`src/rtl/msi_l1_cache.sv`:
```
// Direct-mapped, one-word-per-line L1 cache with MSI coherence on a shared bus.
// A core-side FSM handles hits, misses and upgrades; snoops are serviced every cycle.
module msi_l1_cache #(
   parameter int LINES = 8,
   parameter int AW    = 9
) (
   input  logic          clk,
   input  logic          reset,
   input  logic          mem_valid,
   input  logic          mem_instr,
   input  logic [AW-1:0] mem_addr,
   input  logic [31:0]   mem_wdata,
   input  logic [3:0]    mem_wstrb,
   output logic          mem_ready,
   output logic [31:0]   mem_rdata,
   output logic          bus_req,
   output logic [1:0]    bus_cmd,
   output logic [AW-1:0] bus_addr,
   output logic [31:0]   bus_wdata,
   input  logic          bus_ack,
   input  logic [31:0]   bus_rdata,
   input  logic          snoop_valid,
   input  logic [1:0]    snoop_cmd,
   input  logic [AW-1:0] snoop_addr,
   output logic          snoop_flush,
   output logic [31:0]   snoop_data
);
   localparam int IW = $clog2(LINES);
   localparam int TW = AW - 2 - IW;

   localparam logic [1:0] CMD_FLUSH = 2'b00;
   localparam logic [1:0] CMD_RD    = 2'b01;
   localparam logic [1:0] CMD_RDX   = 2'b10;
   localparam logic [1:0] CMD_UPGR  = 2'b11;

   typedef enum logic [1:0] {L_I, L_S, L_M} line_st_t;
   typedef enum logic [2:0] {IDLE, WB, FILL, UPGR, RESP} fsm_t;

   fsm_t             state_q, state_d;
   line_st_t         st_q  [LINES];
   line_st_t         st_snp[LINES];
   logic [TW-1:0]    tag_q [LINES];
   logic [31:0]      data_q[LINES];

   logic [IW-1:0]    idx, s_idx;
   logic [TW-1:0]    tag, s_tag;
   logic             is_wr, line_hit, ack, s_hit, snp_flush_d;
   logic [3:0]       wr_strb;

   logic             breq_d;
   logic [1:0]       cmd_d;
   logic [AW-1:0]    addr_d;
   logic [31:0]      wdata_d;

   logic             upd_st_en, upd_tag_en, upd_data_en;
   line_st_t         upd_st;
   logic [31:0]      upd_data;

   wire unused_addr_lsbs = &{1'b0, mem_addr[1:0], snoop_addr[1:0]};

   function automatic logic [31:0] merge(input logic [31:0] old, input logic [31:0] wd,
                                         input logic [3:0] strb);
      logic [31:0] r;
      for (int b = 0; b < 4; b++)
         r[8*b +: 8] = strb[b] ? wd[8*b +: 8] : old[8*b +: 8];
      return r;
   endfunction

   assign idx      = mem_addr[IW+1:2];
   assign tag      = mem_addr[AW-1:IW+2];
   assign s_idx    = snoop_addr[IW+1:2];
   assign s_tag    = snoop_addr[AW-1:IW+2];
   // Instruction fetches never write, whatever the strobes say.
   assign is_wr    = (mem_wstrb != 4'b0000) && !mem_instr;
   assign wr_strb  = is_wr ? mem_wstrb : 4'b0000;
   assign ack      = bus_req && bus_ack;
   assign s_hit    = snoop_valid && (st_q[s_idx] != L_I) && (tag_q[s_idx] == s_tag);
   // Hit decisions see the post-snoop state so a same-cycle invalidate wins.
   assign line_hit = (st_snp[idx] != L_I) && (tag_q[idx] == tag);

   assign mem_ready = (state_q == RESP);
   assign mem_rdata = (state_q == RESP) ? data_q[idx] : 32'h0;

   always_comb begin
      st_snp      = st_q;
      snp_flush_d = 1'b0;
      if (s_hit) begin
         case (snoop_cmd)
            CMD_RD: if (st_q[s_idx] == L_M) begin
               snp_flush_d   = 1'b1;
               st_snp[s_idx] = L_S;
            end
            CMD_RDX: begin
               snp_flush_d   = (st_q[s_idx] == L_M);
               st_snp[s_idx] = L_I;
            end
            CMD_UPGR: if (st_q[s_idx] == L_S) st_snp[s_idx] = L_I;
            default: ;
         endcase
      end
   end

   always_comb begin
      state_d     = state_q;
      breq_d      = bus_req;
      cmd_d       = bus_cmd;
      addr_d      = bus_addr;
      wdata_d     = bus_wdata;
      upd_st_en   = 1'b0;
      upd_st      = L_I;
      upd_tag_en  = 1'b0;
      upd_data_en = 1'b0;
      upd_data    = 32'h0;
      case (state_q)
         IDLE: if (mem_valid && !mem_ready) begin
            if (line_hit) begin
               if (!is_wr) state_d = RESP;
               else if (st_snp[idx] == L_M) begin
                  upd_data_en = 1'b1;
                  upd_data    = merge(data_q[idx], mem_wdata, wr_strb);
                  state_d     = RESP;
               end else state_d = UPGR;
            end else if (st_snp[idx] == L_M) state_d = WB;
            else state_d = FILL;
         end
         WB: begin
            if (ack) begin
               upd_st_en = 1'b1;
               upd_st    = L_I;
               breq_d    = 1'b0;
               cmd_d     = 2'b00;
               addr_d    = '0;
               wdata_d   = 32'h0;
               state_d   = FILL;
            end else if (!bus_req) begin
               // Victim lost M to a snoop before we asked: nothing left to write back.
               if (st_snp[idx] != L_M) state_d = FILL;
               else begin
                  breq_d  = 1'b1;
                  cmd_d   = CMD_FLUSH;
                  addr_d  = {tag_q[idx], idx, 2'b00};
                  wdata_d = data_q[idx];
               end
            end
         end
         FILL: begin
            if (ack) begin
               upd_st_en   = 1'b1;
               upd_st      = is_wr ? L_M : L_S;
               upd_tag_en  = 1'b1;
               upd_data_en = 1'b1;
               upd_data    = merge(bus_rdata, mem_wdata, wr_strb);
               breq_d      = 1'b0;
               cmd_d       = 2'b00;
               addr_d      = '0;
               wdata_d     = 32'h0;
               state_d     = RESP;
            end else if (!bus_req) begin
               breq_d  = 1'b1;
               cmd_d   = is_wr ? CMD_RDX : CMD_RD;
               addr_d  = {tag, idx, 2'b00};
               wdata_d = 32'h0;
            end
         end
         UPGR: begin
            // Lost the S copy: withdraw the upgrade and refetch with ownership.
            if (!(line_hit && st_snp[idx] == L_S)) begin
               breq_d  = 1'b0;
               cmd_d   = 2'b00;
               addr_d  = '0;
               wdata_d = 32'h0;
               state_d = FILL;
            end else if (ack) begin
               upd_st_en   = 1'b1;
               upd_st      = L_M;
               upd_data_en = 1'b1;
               upd_data    = merge(data_q[idx], mem_wdata, wr_strb);
               breq_d      = 1'b0;
               cmd_d       = 2'b00;
               addr_d      = '0;
               wdata_d     = 32'h0;
               state_d     = RESP;
            end else if (!bus_req) begin
               breq_d  = 1'b1;
               cmd_d   = CMD_UPGR;
               addr_d  = {tag, idx, 2'b00};
               wdata_d = 32'h0;
            end
         end
         RESP:    state_d = IDLE;
         default: state_d = IDLE;
      endcase
   end

   always_ff @(posedge clk) begin
      if (reset) begin
         state_q     <= IDLE;
         bus_req     <= 1'b0;
         bus_cmd     <= 2'b00;
         bus_addr    <= '0;
         bus_wdata   <= 32'h0;
         snoop_flush <= 1'b0;
         snoop_data  <= 32'h0;
         for (int i = 0; i < LINES; i++) st_q[i] <= L_I;
      end else begin
         state_q     <= state_d;
         bus_req     <= breq_d;
         bus_cmd     <= cmd_d;
         bus_addr    <= addr_d;
         bus_wdata   <= wdata_d;
         snoop_flush <= snp_flush_d;
         snoop_data  <= snp_flush_d ? data_q[s_idx] : 32'h0;
         // Snoop effect first, local update overrides on the same line.
         for (int i = 0; i < LINES; i++) st_q[i] <= st_snp[i];
         if (upd_st_en) st_q[idx] <= upd_st;
      end
   end

   always_ff @(posedge clk) begin
      if (!reset) begin
         if (upd_tag_en)  tag_q[idx]  <= tag;
         if (upd_data_en) data_q[idx] <= upd_data;
      end
   end

endmodule

```
`config.mk`:
```
export PLATFORM = sky130hd
export DESIGN_NAME = msi_l1_cache
export DESIGN_NICKNAME = d
export VERILOG_FILES = /design/src/rtl/msi_l1_cache.sv
export SDC_FILE = /design/constraint.sdc
export NUM_CORES = 1
export LEC_CHECK = 0
export ABC_CLOCK_PERIOD_IN_PS = 12740
export BUFFER_PORTS_ARGS = -buffer_cell sky130_fd_sc_hd__buf_2
export CORE_MARGIN = 1
export CORE_UTILIZATION = 37
export CTS_CLUSTER_DIAMETER = 200
export DETAILED_ROUTE_END_ITERATION = 16
export PLACE_DENSITY = 0.59
export SLEW_MARGIN = 20
export SYNTH_ARGS = -nofsm -noshare
export SYNTH_HDL_FRONTEND = slang
export SYNTH_SLANG_ARGS = --single-unit
export TNS_END_PERCENT = 1
```
`constraint.sdc`:
```
create_clock -name clk -period 12.74 [get_ports clk]
set_input_delay 1.911 -clock clk [delete_from_list [all_inputs] [get_ports clk]]
set_output_delay 1.911 -clock clk [all_outputs]
set_load 0.03 [all_outputs]
```
==> impl_metrics.json <==
{
  "outcome": "finished with violations",
  "violations": "design-rule violations",
  "slew_violations": 0,
  "crit_required_ns": 12.98,
  "nFillCells": 4311,
  "min_period_ns": 7.54,
  "yosys.area.top_type": "edfxtp_1",
  "post-synth-top-count-cell": "edfxtp_1",
  "ff2ff_setup_slack_ns": 6.88,
  "min_from": "bus_addr[1]$_SDFFE_PP0P_",
  "seq_area_frac_synth": 0.597,
  "path_max_fanout": 28,
  "clock_path_buffers": 3,
  "power_mw": 2.76,
  "hp-class": "reg -> reg",
  "fin_nets": 1693,
  "synth_area_sq_um": 17700,
  "cts_tree": "built",
  "reg2reg_from": "tag_q[5][2]$_DFFE_PP_",
  "dp_hpwl_microns": 37200,
  "fin_crit_sh": 0.592,
  "crit_end": "data_q[6][31]$_DFFE_PP_",
  "finClkSkew_ns": 0.0217,
  "routed_via_density": 6.39,
  "synthToLayoutAreaGrowth_pct": 17.3,
  "setup_viol": 0,
  "cp-start-kind": "input port",
  "dr.pass1.iters": 11,
  "syn_inst": 1427,
  "critPathKind": "in -> reg",
  "maxCapViolations": 0,
  "drive_gt1_frac": 0.227,
  "crit_arrival_ns": 7.78,
  "worst_setup_path_end_kind": "flip-flop",
  "antennaDiodeCount": 0,
  "rsz0062_at_grt": "false",
  "irDropWorstVdd_mv": 0.0809,
  "finalHoldViolCount": 0,
  "clock-sinks": 384,
  "post_cts_buffers": 0,
  "synth_common_cells": "edfxtp_1 (288), a22oi_1 (133), dfxtp_1 (96)",
  "ant_nets": 0,
  "place_congestion": 0.888,
  "grt.total_usage": 0.257,
  "htreeDepth": 2,
  "die_h_microns": 221,
  "core_area_sq_um": 46900,
  "clkLatencyLatePin_ns": 0.56,
  "ctsResizeCount": 0,
  "ys_ff_latch": 384,
  "grt_pass1_vias": 13600,
  "routed_wl_microns": 63700,
  "r2r_cells": 13,
  "dpl.cell_count": 2159,
  "drc": 1,
  "drt_iter0_drc": 1740,
  "ctsHoldBuffers": 0,
  "final_cell_count_no_fill": 2234,
  "ys_top_cells_by_area": "edfxtp_1 (49%), dfxtp_1 (11%), a22oi_1 (5.6%)",
  "fp-row-count": 79,
  "vias": 14300,
  "p_leak_nw": 7.14,
  "synth.distinct_cells": 78,
  "grt_max_degree": 58,
  "power_per_cell_area_nw_per_um2": 133,
  "ys.flop_type": "edfxtp_1",
  "max_clock_freq_mhz": 133,
  "grt_overflow": 0,
  "grt_pass1_wl_microns": 90800,
  "relSlewSlack": 0.197,
  "cts_buffers": 40,
  "cts-root-buf": "clkbuf_16",
  "fin_setup_tns_ns": 0,
  "synth_top_area_share": 0.489,
  "clkSlewWorstSetupHoldPaths_ns": 0.06,
  "worst_pin_slew_ns": 1.20,
  "synth-edff-count": 288,
  "crit_path_start": "snoop_addr[4]",
  "port_buffers": 199,
  "async_flop_share": 0,
  "yosys_warnings": 0,
  "syn_avg_cell_area_sq_um": 12.4,
  "start_util": 0.378,
  "antenna_found_initial": 1,
  "syn_nets": 1525,
  "die-area_sq_um": 48700,
  "wl_per_cell_microns": 28.5,
  "r2r_end": "data_q[6][31]$_DFFE_PP_",
  "io_pins": 204,
  "die_w_microns": 221
}
[layer usage]
| layer | vias to the layer above | wire length (microns) | GRT usage |
|---|---|---|---|
| met5 | - | 0 | 0 |
| met4 | 0 | 2310 | 0.0982 |
| met3 | 153 | 6450 | 0.0452 |
| met2 | 902 | 29200 | 0.405 |
| met1 | 7097 | 25700 | 0.351 |
| li1 | 6129 | - | - |
[kinds of logic (layout without fill, tap and decap cells)]
kind of cell,count (synthesis),in the layout,synth area share
buffers and inverters,139,339,0.0317
AOI/OAI and AO/OA,497,497,0.220
DFF,384,384,0.597
muxes,69,69,0.0469
adders and majority gates,4,4,0.00283
xor gates and xnor gates,3,3,0.00149
and+or+nand+nor,331,331,0.0998
[how the worst min path moves through the flow]
stage / cells past startpoint / to / slack (ns)
after global routing: 1 / bus_wdata[25]$_SDFFE_PP0P_ / 0.48
after detailed placement: 1 / bus_addr[1]$_SDFFE_PP0P_ / 0.44
after floorplan: 2 / st_q[9]$_SDFF_PP0_ / 0.47
final: 1 / bus_addr[1]$_SDFFE_PP0P_ / 0.46
after global placement: 1 / bus_addr[7]$_SDFFE_PP0P_ / 0.44
after CTS: 1 / bus_addr[1]$_SDFFE_PP0P_ / 0.46
[cells in the final DEF, fill, tap and decap left out, drive strengths merged, types with 7 or more instances in the layout]
cell	Yosys	layout
edfxtp	288	288
buf	19	233
a22oi	133	133
dfxtp	96	96
nor2	80	80
a22o	79	79
clkbuf	88	56
a31oi	51	51
nand2	47	47
a221oi	47	47
and3	46	46
a21oi	45	45
mux2i	41	41
a221o	41	41
inv	31	35
and2	26	26
nand3	23	23
o21ai	23	23
nor3	21	21
mux2	19	19
or3	16	16
nand2b	14	14
a211oi	13	13
nor2b	12	12
clkinv	1	11
o21a	10	10
mux4	9	9
and4	8	8
nand4	8	8
o211ai	7	7
[cell type report]
type                            instances  area (sq um)  share of cell area
Multi-Input combinational cell        904          6660               0.321
Inverter                               32           120             0.00579
Timing Repair Buffer                  233          1270              0.0612
Clock buffer                           56          1190              0.0574
Tap cell                              607           759              0.0366
Sequential cell                       384         10600               0.509
Clock inverter                         18           186             0.00898
[state kept, by name, summed over array words and instances (netlist names)]
| signal | count |
|---|---|
| data_q | 256 |
| bus_wdata | 32 |
| snoop_data | 32 |
| tag_q | 32 |
| st_q | 16 |
| bus_addr | 9 |
| state_q | 3 |
| bus_cmd | 2 |
| bus_req | 1 |
| snoop_flush | 1 |
[report_power, final]
group	total [mW]	switching [mW]	internal, mW
Clock	1.21	0.508	0.703
Combinational	0.215	0.142	0.0729
Sequential	1.34	0.00330	1.33
Total	2.76	0.653	2.11
[critical path: stages]
cell	delay (ns)
buf_2	0.55
inv_1	0.35
o32ai_1	0.47
o21ai_0	0.22
a221oi_4	0.46
nand3_1	0.51
o311ai_1	0.49
o21ai_0	0.24
or4_1	0.57
o21ai_0	0.51
or3_1	0.29
a21oi_1	0.38
buf_4	0.31
a221o_1	0.49
[per-stage QoR]
| step | hold WS (ns) | worst slack, ns | utilization | instance area (sq um) |
|---|---|---|---|---|
| detailed placement | 0.441 | 4.82 | 0.413 | 19400 |
| finish | 0.458 | 5.20 | 0.443 | 20800 |
| global placement | 0.440 | 4.82 | 0.413 | 19400 |
| global route | 0.484 | 5.00 | 0.443 | 20800 |
| floorplan | 0.473 | 4.02 | - | 17700 |
| CTS | 0.456 | 5.38 | 0.443 | 20700 |
Note: power is estimated with default switching activity, not from simulation.
